File: src/rtl/renkon_layer_sched_if.sv
// Host configuration and renkon_ctrl handshake bundle for the multi-layer scheduler.
// The scheduler connects through the slave modport; the host/controller side uses master.
interface renkon_layer_sched_if #(
    parameter int LWIDTH   = 10,
    parameter int MEMSIZE  = 12,
    parameter int NETSIZE  = 11,
    parameter int MAXLAYER = 8,
    parameter int CWIDTH   = 16
);
    localparam int NLW  = $clog2(MAXLAYER + 1);
    localparam int IDXW = $clog2(MAXLAYER);

    logic               start;
    logic [NLW-1:0]     num_layers;
    logic               cfg_we;
    logic [IDXW-1:0]    cfg_layer;
    logic [4:0]         cfg_field;
    logic [CWIDTH-1:0]  cfg_wdata;
    logic               ack;

    logic               req;
    logic [LWIDTH-1:0]  qbits, total_out, total_in, img_height, img_width;
    logic [LWIDTH-1:0]  fea_height, fea_width, conv_kern, conv_strid, conv_pad;
    logic [LWIDTH-1:0]  pool_kern, pool_strid, pool_pad;
    logic               bias_en, relu_en, pool_en;
    logic [MEMSIZE-1:0] in_offset, out_offset;
    logic [NETSIZE-1:0] net_offset;
    logic               busy;
    logic               done;
    logic [IDXW-1:0]    layer_idx;
    logic [31:0]        cycle_cnt;
    logic               cfg_err;
    logic               proto_err;

    modport master (
        output start, num_layers, cfg_we, cfg_layer, cfg_field, cfg_wdata, ack,
        input  req, qbits, total_out, total_in, img_height, img_width,
               fea_height, fea_width, conv_kern, conv_strid, conv_pad,
               pool_kern, pool_strid, pool_pad, bias_en, relu_en, pool_en,
               in_offset, out_offset, net_offset, busy, done, layer_idx,
               cycle_cnt, cfg_err, proto_err
    );

    modport slave (
        input  start, num_layers, cfg_we, cfg_layer, cfg_field, cfg_wdata, ack,
        output req, qbits, total_out, total_in, img_height, img_width,
               fea_height, fea_width, conv_kern, conv_strid, conv_pad,
               pool_kern, pool_strid, pool_pad, bias_en, relu_en, pool_en,
               in_offset, out_offset, net_offset, busy, done, layer_idx,
               cycle_cnt, cfg_err, proto_err
    );
endinterface

File: src/rtl/renkon_layer_sched.sv
// Multi-layer sequencer: holds a descriptor table written by the host and walks
// renkon_ctrl through layers 0..num_layers-1 with a req/ack handshake per layer.
module renkon_layer_sched #(
    parameter int LWIDTH   = 10,
    parameter int MEMSIZE  = 12,
    parameter int NETSIZE  = 11,
    parameter int MAXLAYER = 8,
    parameter int CWIDTH   = 16
) (
    input  logic                clk,
    input  logic                xrst,
    renkon_layer_sched_if.slave bus
);
    localparam int NLW  = $clog2(MAXLAYER + 1);
    localparam int IDXW = $clog2(MAXLAYER);

    typedef struct packed {
        logic [LWIDTH-1:0]  qbits, total_out, total_in, img_height, img_width;
        logic [LWIDTH-1:0]  fea_height, fea_width, conv_kern, conv_strid, conv_pad;
        logic [LWIDTH-1:0]  pool_kern, pool_strid, pool_pad;
        logic               bias_en, relu_en, pool_en;
        logic [MEMSIZE-1:0] in_offset, out_offset;
        logic [NETSIZE-1:0] net_offset;
    } desc_t;

    typedef enum logic [2:0] {IDLE, LOAD, REQ, WAIT, FIN} state_t;

    state_t          state, next_state;
    desc_t           tbl [MAXLAYER];
    desc_t           cur;
    logic [IDXW-1:0] layer_idx;
    logic [NLW-1:0]  nl_latched;
    logic [NLW-1:0]  nl_sat;
    logic [31:0]     cycle_cnt;
    logic            cfg_err, proto_err;
    logic            busy_st, start_ok, last_layer;
    logic            unused_wdata;

    assign busy_st    = (state == LOAD) || (state == REQ) || (state == WAIT);
    assign start_ok   = (state == IDLE) && bus.start;
    assign nl_sat     = (bus.num_layers > NLW'(MAXLAYER)) ? NLW'(MAXLAYER) : bus.num_layers;
    assign last_layer = (NLW'(layer_idx) == nl_latched - NLW'(1));
    assign unused_wdata = ^bus.cfg_wdata[CWIDTH-1:MEMSIZE];

    // Descriptor table has no reset so its contents survive a mid-run reset.
    always_ff @(posedge clk) begin
        if (bus.cfg_we && !busy_st) begin
            case (bus.cfg_field)
                5'd0:  tbl[bus.cfg_layer].qbits      <= bus.cfg_wdata[LWIDTH-1:0];
                5'd1:  tbl[bus.cfg_layer].total_out  <= bus.cfg_wdata[LWIDTH-1:0];
                5'd2:  tbl[bus.cfg_layer].total_in   <= bus.cfg_wdata[LWIDTH-1:0];
                5'd3:  tbl[bus.cfg_layer].img_height <= bus.cfg_wdata[LWIDTH-1:0];
                5'd4:  tbl[bus.cfg_layer].img_width  <= bus.cfg_wdata[LWIDTH-1:0];
                5'd5:  tbl[bus.cfg_layer].fea_height <= bus.cfg_wdata[LWIDTH-1:0];
                5'd6:  tbl[bus.cfg_layer].fea_width  <= bus.cfg_wdata[LWIDTH-1:0];
                5'd7:  tbl[bus.cfg_layer].conv_kern  <= bus.cfg_wdata[LWIDTH-1:0];
                5'd8:  tbl[bus.cfg_layer].conv_strid <= bus.cfg_wdata[LWIDTH-1:0];
                5'd9:  tbl[bus.cfg_layer].conv_pad   <= bus.cfg_wdata[LWIDTH-1:0];
                5'd10: tbl[bus.cfg_layer].pool_kern  <= bus.cfg_wdata[LWIDTH-1:0];
                5'd11: tbl[bus.cfg_layer].pool_strid <= bus.cfg_wdata[LWIDTH-1:0];
                5'd12: tbl[bus.cfg_layer].pool_pad   <= bus.cfg_wdata[LWIDTH-1:0];
                5'd13: begin
                    tbl[bus.cfg_layer].bias_en <= bus.cfg_wdata[0];
                    tbl[bus.cfg_layer].relu_en <= bus.cfg_wdata[1];
                    tbl[bus.cfg_layer].pool_en <= bus.cfg_wdata[2];
                end
                5'd14: tbl[bus.cfg_layer].in_offset  <= bus.cfg_wdata[MEMSIZE-1:0];
                5'd15: tbl[bus.cfg_layer].out_offset <= bus.cfg_wdata[MEMSIZE-1:0];
                5'd16: tbl[bus.cfg_layer].net_offset <= bus.cfg_wdata[NETSIZE-1:0];
                default: ;
            endcase
        end
    end

    always_ff @(posedge clk or posedge xrst) begin
        if (xrst) state <= IDLE;
        else      state <= next_state;
    end

    always_comb begin
        next_state = state;
        case (state)
            IDLE: if (bus.start) next_state = (bus.num_layers == '0) ? FIN : LOAD;
            LOAD: next_state = REQ;
            REQ:  next_state = WAIT;
            WAIT: if (bus.ack) next_state = last_layer ? FIN : LOAD;
            FIN:  next_state = IDLE;
            default: next_state = IDLE;
        endcase
    end

    // Error flags clear on an accepted start, but a same-cycle violation still sets them.
    always_ff @(posedge clk or posedge xrst) begin
        if (xrst) begin
            cur        <= '0;
            layer_idx  <= '0;
            nl_latched <= '0;
            cycle_cnt  <= '0;
            cfg_err    <= 1'b0;
            proto_err  <= 1'b0;
        end else begin
            if (start_ok) begin
                layer_idx  <= '0;
                nl_latched <= nl_sat;
                cycle_cnt  <= '0;
                cfg_err    <= 1'b0;
                proto_err  <= 1'b0;
            end else begin
                if (busy_st) cycle_cnt <= cycle_cnt + 32'd1;
                if ((state == WAIT) && bus.ack && !last_layer) layer_idx <= layer_idx + IDXW'(1);
            end
            if (state == LOAD) cur <= tbl[layer_idx];
            if (bus.cfg_we && busy_st) cfg_err <= 1'b1;
            if (bus.ack && (state != WAIT)) proto_err <= 1'b1;
        end
    end

    assign bus.req        = (state == REQ);
    assign bus.done       = (state == FIN);
    assign bus.busy       = busy_st;
    assign bus.layer_idx  = layer_idx;
    assign bus.cycle_cnt  = cycle_cnt;
    assign bus.cfg_err    = cfg_err;
    assign bus.proto_err  = proto_err;
    assign bus.qbits      = cur.qbits;
    assign bus.total_out  = cur.total_out;
    assign bus.total_in   = cur.total_in;
    assign bus.img_height = cur.img_height;
    assign bus.img_width  = cur.img_width;
    assign bus.fea_height = cur.fea_height;
    assign bus.fea_width  = cur.fea_width;
    assign bus.conv_kern  = cur.conv_kern;
    assign bus.conv_strid = cur.conv_strid;
    assign bus.conv_pad   = cur.conv_pad;
    assign bus.pool_kern  = cur.pool_kern;
    assign bus.pool_strid = cur.pool_strid;
    assign bus.pool_pad   = cur.pool_pad;
    assign bus.bias_en    = cur.bias_en;
    assign bus.relu_en    = cur.relu_en;
    assign bus.pool_en    = cur.pool_en;
    assign bus.in_offset  = cur.in_offset;
    assign bus.out_offset = cur.out_offset;
    assign bus.net_offset = cur.net_offset;
endmodule

File: src/flat_wrapper.sv
// flat-port wrapper written by rule: the top's interface ports become plain ports
module renkon_layer_sched_flat 
#(
    parameter int LWIDTH   = 10,
    parameter int MEMSIZE  = 12,
    parameter int NETSIZE  = 11,
    parameter int MAXLAYER = 8,
    parameter int CWIDTH   = 16
)
  (clk, xrst, bus_start, bus_num_layers, bus_cfg_we, bus_cfg_layer, bus_cfg_field, bus_cfg_wdata, bus_ack, bus_req, bus_qbits, bus_total_out, bus_total_in, bus_img_height, bus_img_width, bus_fea_height, bus_fea_width, bus_conv_kern, bus_conv_strid, bus_conv_pad, bus_pool_kern, bus_pool_strid, bus_pool_pad, bus_bias_en, bus_relu_en, bus_pool_en, bus_in_offset, bus_out_offset, bus_net_offset, bus_busy, bus_done, bus_layer_idx, bus_cycle_cnt, bus_cfg_err, bus_proto_err);
  renkon_layer_sched_if #(.LWIDTH(LWIDTH), .MEMSIZE(MEMSIZE), .NETSIZE(NETSIZE), .MAXLAYER(MAXLAYER), .CWIDTH(CWIDTH)) bus_i ();
  input  logic clk;
  input  logic xrst;
  input wire logic [$bits(bus_i.start)-1:0] bus_start;
  input wire logic [$bits(bus_i.num_layers)-1:0] bus_num_layers;
  input wire logic [$bits(bus_i.cfg_we)-1:0] bus_cfg_we;
  input wire logic [$bits(bus_i.cfg_layer)-1:0] bus_cfg_layer;
  input wire logic [$bits(bus_i.cfg_field)-1:0] bus_cfg_field;
  input wire logic [$bits(bus_i.cfg_wdata)-1:0] bus_cfg_wdata;
  input wire logic [$bits(bus_i.ack)-1:0] bus_ack;
  output wire logic [$bits(bus_i.req)-1:0] bus_req;
  output wire logic [$bits(bus_i.qbits)-1:0] bus_qbits;
  output wire logic [$bits(bus_i.total_out)-1:0] bus_total_out;
  output wire logic [$bits(bus_i.total_in)-1:0] bus_total_in;
  output wire logic [$bits(bus_i.img_height)-1:0] bus_img_height;
  output wire logic [$bits(bus_i.img_width)-1:0] bus_img_width;
  output wire logic [$bits(bus_i.fea_height)-1:0] bus_fea_height;
  output wire logic [$bits(bus_i.fea_width)-1:0] bus_fea_width;
  output wire logic [$bits(bus_i.conv_kern)-1:0] bus_conv_kern;
  output wire logic [$bits(bus_i.conv_strid)-1:0] bus_conv_strid;
  output wire logic [$bits(bus_i.conv_pad)-1:0] bus_conv_pad;
  output wire logic [$bits(bus_i.pool_kern)-1:0] bus_pool_kern;
  output wire logic [$bits(bus_i.pool_strid)-1:0] bus_pool_strid;
  output wire logic [$bits(bus_i.pool_pad)-1:0] bus_pool_pad;
  output wire logic [$bits(bus_i.bias_en)-1:0] bus_bias_en;
  output wire logic [$bits(bus_i.relu_en)-1:0] bus_relu_en;
  output wire logic [$bits(bus_i.pool_en)-1:0] bus_pool_en;
  output wire logic [$bits(bus_i.in_offset)-1:0] bus_in_offset;
  output wire logic [$bits(bus_i.out_offset)-1:0] bus_out_offset;
  output wire logic [$bits(bus_i.net_offset)-1:0] bus_net_offset;
  output wire logic [$bits(bus_i.busy)-1:0] bus_busy;
  output wire logic [$bits(bus_i.done)-1:0] bus_done;
  output wire logic [$bits(bus_i.layer_idx)-1:0] bus_layer_idx;
  output wire logic [$bits(bus_i.cycle_cnt)-1:0] bus_cycle_cnt;
  output wire logic [$bits(bus_i.cfg_err)-1:0] bus_cfg_err;
  output wire logic [$bits(bus_i.proto_err)-1:0] bus_proto_err;
  assign bus_i.start = bus_start;
  assign bus_i.num_layers = bus_num_layers;
  assign bus_i.cfg_we = bus_cfg_we;
  assign bus_i.cfg_layer = bus_cfg_layer;
  assign bus_i.cfg_field = bus_cfg_field;
  assign bus_i.cfg_wdata = bus_cfg_wdata;
  assign bus_i.ack = bus_ack;
  assign bus_req = bus_i.req;
  assign bus_qbits = bus_i.qbits;
  assign bus_total_out = bus_i.total_out;
  assign bus_total_in = bus_i.total_in;
  assign bus_img_height = bus_i.img_height;
  assign bus_img_width = bus_i.img_width;
  assign bus_fea_height = bus_i.fea_height;
  assign bus_fea_width = bus_i.fea_width;
  assign bus_conv_kern = bus_i.conv_kern;
  assign bus_conv_strid = bus_i.conv_strid;
  assign bus_conv_pad = bus_i.conv_pad;
  assign bus_pool_kern = bus_i.pool_kern;
  assign bus_pool_strid = bus_i.pool_strid;
  assign bus_pool_pad = bus_i.pool_pad;
  assign bus_bias_en = bus_i.bias_en;
  assign bus_relu_en = bus_i.relu_en;
  assign bus_pool_en = bus_i.pool_en;
  assign bus_in_offset = bus_i.in_offset;
  assign bus_out_offset = bus_i.out_offset;
  assign bus_net_offset = bus_i.net_offset;
  assign bus_busy = bus_i.busy;
  assign bus_done = bus_i.done;
  assign bus_layer_idx = bus_i.layer_idx;
  assign bus_cycle_cnt = bus_i.cycle_cnt;
  assign bus_cfg_err = bus_i.cfg_err;
  assign bus_proto_err = bus_i.proto_err;
  renkon_layer_sched #(.LWIDTH(LWIDTH), .MEMSIZE(MEMSIZE), .NETSIZE(NETSIZE), .MAXLAYER(MAXLAYER), .CWIDTH(CWIDTH)) u_core (.clk(clk), .xrst(xrst), .bus(bus_i));
endmodule
File: config.mk
export PLATFORM = sky130hd
export DESIGN_NAME = renkon_layer_sched_flat
export DESIGN_NICKNAME = d
export VERILOG_FILES = /design/src/rtl/renkon_layer_sched_if.sv /design/src/rtl/renkon_layer_sched.sv /design/src/flat_wrapper.sv
export SDC_FILE = /design/constraint.sdc
export NUM_CORES = 2
export LEC_CHECK = 0
export CORE_MARGIN = 1.5
export CORE_UTILIZATION = 60
export CTS_BUF_LIST = sky130_fd_sc_hd__clkbuf_4
export DETAILED_ROUTE_END_ITERATION = 6
export PLACE_DENSITY = 0.79
export SETUP_SLACK_MARGIN = 0.15
export SLEW_MARGIN = 30
export SYNTH_ARGS = -nofsm -noshare
export SYNTH_HDL_FRONTEND = slang
export SYNTH_SLANG_ARGS = --single-unit
File: constraint.sdc
create_clock -name clk -period 10 [get_ports clk]
set_input_delay 2 -clock clk [delete_from_list [all_inputs] [get_ports clk]]
set_output_delay 2 -clock clk [all_outputs]
set_load 0.05 [all_outputs]
==> impl_metrics.ini <==
[run_status]
outcome = completed

[detailed_routing]
drt-initial-drc-count = 3498
viasPerCell = 6.20
drt-total-wl_um = 134000
ant_nets = 0
drc_errors = 0
route.vias.total = 31983
dr.pass1.iters = 6
wl_per_cell_um = 25.9

[place]
dp.cells = 4478
dp_hpwl_um = 74100
portBuffers = 236
gp_congestion = 0.841

[cells_and_area]
multi_input_area_sq_um = 12700
seqCellArea_sq_um = 45700
layout.cells.non_filler = 5162
fill_cells = 5921
final_nets = 3627
syn2layout_area_growth_pct = 14.9
post_route_cells_drive_above_1_share_pct = 27.6

[clocking]
root_buffer = clkbuf_4
clockBufferDepth = 4
clkLatencyLatePin_ns = 1.20
cts_inserted_buffers = 380
htreeDepth = 5
hold_buffers = 0
cts_resized = 0
cts_tree = yes
post_cts_buffers = 0
cts.reportedPaths.clkPinSlew_ns = 0.07
cts.sinks = 1556

[setup_path]
crit_type = reg2out
endpoint_kind = output pin
path_cells = o21bai_1 -> buf_4 -> inv_1 -> clkdlybuf4s50_1
critPathMaxStageDelay_ns = 0.90
cp_max_fo = 14
r2r_setup_slack_ns = 5.27
cp_data_arrival_time_ns = 3.39
startpoint_type = flop
crit_required_ns = 8.00
slowest_stage = clkdlybuf4s50_1
worstRegToRegCells = 8

[logic_synthesis]
synth_area_per_cell_sq_um = 18.9
synth_top_area_cell = edfxtp_1
synthMuxAreaShare_pct = 13.1
yosys_register_bits = 1556
synthSimpleGateAreaFrac_pct = 5.67
synthTopCellsByCount = 1344 x edfxtp_1, 376 x nand2_1, 336 x mux4_2, 325 x nor2_1, 212 x dfrtp_1
synth_compound_area_share_pct = 2.19
synth.top_cell.area_share_pct = 68.5
synth_edf_count = 1344
synthTopCellsByArea = edfxtp_1 69%, mux4_2 13%, dfrtp_1 9.0%, nand2_1 2.4%, nor2_1 2.1%
synth-xor-area-share_pct = 0.187
yosysMostFrequentCell = edfxtp_1
syn_nets = 3149
synthFlopType = edfxtp_1
netlist_instances = 3113
syn-cell-area_sq_um = 58900
synth_top_family_by_area = multiplexers
yosysWarningCount = 0
synth-adder-area-share_pct = 0.0637
synth_cell_types = 54
yosysSeqAreaShare_pct = 77.5
async_reset_ff_share_pct = 13.6

[global_route]
antenna_found_initial = 6
grt_max_degree = 190
grt_pass1_vias = 33711
use_met3_pct = 5.65
grt_util_met2_pct = 44.4
grt_pass1_wl_um = 201000
overflow = 0
grt_usage_pct = 27.4
grtUsageMet1_pct = 36.9
top_usage_layer = met2

[timing]
final.setup.tns_ns = 0
final.period_utilization_pct = 53.9
period_needed_ns = 5.39
rsz0062_at_grt = false
report.final.slew_viol_count = 0
finClkSkew_ns = 0.0802
max_freq_mhz = 186
tightest_slew_ns = 1.28
finalHoldViolations = 0
setup_viol = 0
slew_headroom_pct = 14.7

[pwr]
leakagePower_uw = 0.0226
powerDensity_nw_per_um2 = 285
peakVddDrop_mv = 0.238

[die]
core-area_sq_um = 97000
initial_core_util_pct = 60.7
die_h_um = 316
rows = 114
die_w_um = 316
die-area_sq_um = 100000
io_pins = 241

[hold_path]
whs_path_depth = 1
holdCritPathClass = reg2reg

[run]
max_cap_violations = 0
## power breakdown
group          internal, uW  switching, uW  total, uW
Sequential             7480            537       8020
Combinational          2360           3720       6080
Clock                  2730           2440       5180
Total                 12600           6700      19300
## placed cells by master, fill, tap and decap left out, types with 4 or more instances in the layout
cell type        instances
and2_1                   4
or4_1                    5
clkdlybuf4s50_1        225
buf_16                   7
inv_1                    8
a21oi_1                  5
xor2_1                   7
buf_4                   34
nand2b_1                 8
nor3_1                   5
nand2_1                374
nand3_1                 17
and4_1                   5
mux4_2                 336
dfrtp_1                209
mux2i_1                 14
clkinv_2                10
nor4_1                   6
nand4_1                 14
clkinv_1                77
a31oi_1                174
buf_12                   4
inv_2                    6
nor2_1                 254
bufinv_16                5
nand3b_1                 9
edfxtp_1              1344
clkbuf_4               571
o21ai_0                  8
nor2_2                  71
## registers in the layout (all words and copies together) (netlist names), 11 cells and up
signal	flops
u_core.tbl	1344
u_core.bus.net_offset	11
u_core.bus.in_offset	12
u_core.bus.cycle_cnt	32
u_core.bus.out_offset	12
## final timing paths
check / start / to
max in group asynchronous: xrst / u_core.bus.conv_kern[1]
hold reg to reg: u_core.bus.cfg_err / u_core.bus.cfg_err
min in group asynchronous: xrst / u_core.nl_latched[2]
setup / recovery: u_core.state[2] / bus_busy
hold / removal: u_core.bus.cfg_err / u_core.bus.cfg_err
setup reg to reg: u_core.bus.layer_idx[0] / u_core.bus.conv_kern[2]
## stage by stage
stage / setup slack [ns] / hold WS [ns] / power, uW / area, sq um / utilization, %
global placement: 4.85 / 0.486 / 14100 / 62400 / 64.4
finish: 4.61 / 0.511 / 19300 / 67700 / 69.8
detailed placement: 4.80 / 0.495 / 14200 / 62500 / 64.4
floorplan: 2.21 / 0.476 / 12200 / 58900 / -
CTS: 4.53 / 0.516 / 19300 / 67300 / 69.4
global route: 4.46 / 0.543 / 20100 / 67700 / 69.8
## area by class of cell
type                       instances  share of cell area (%)
sequential                      1556                    67.5
multi-input combinational       1369                    18.8
clock buffer                     571                    6.33
timing repair buffer             274                    4.17
tap                             1276                    2.36
clock inverter                   103                   0.815
inverter                          10                  0.0739
antenna                            3                  0.0111
## worst max-delay path: cells and delay by family, from the launching register on
family	cells	cell delay (ns)
compound gates	1	0.21
buf+inv	3	1.51
flops	1	0.49
## kinds of logic after synthesis
kind of cell               count (synthesis)
muxes                                    350
and+or+nand+nor                          802
AOI/OAI and AO/OA                        203
buffers and inverters                    188
DFF                                     1556
adders and majority gates                  3
xor gates and xnor gates                  11
## per-layer routing
metal	part of all wire (%)	up-vias
li1	-	13522
met1	38	16441
met2	50	1767
met3	8.9	249
met4	3.1	4
met5	0.018	-
Note: power is estimated with default switching activity, not from simulation.
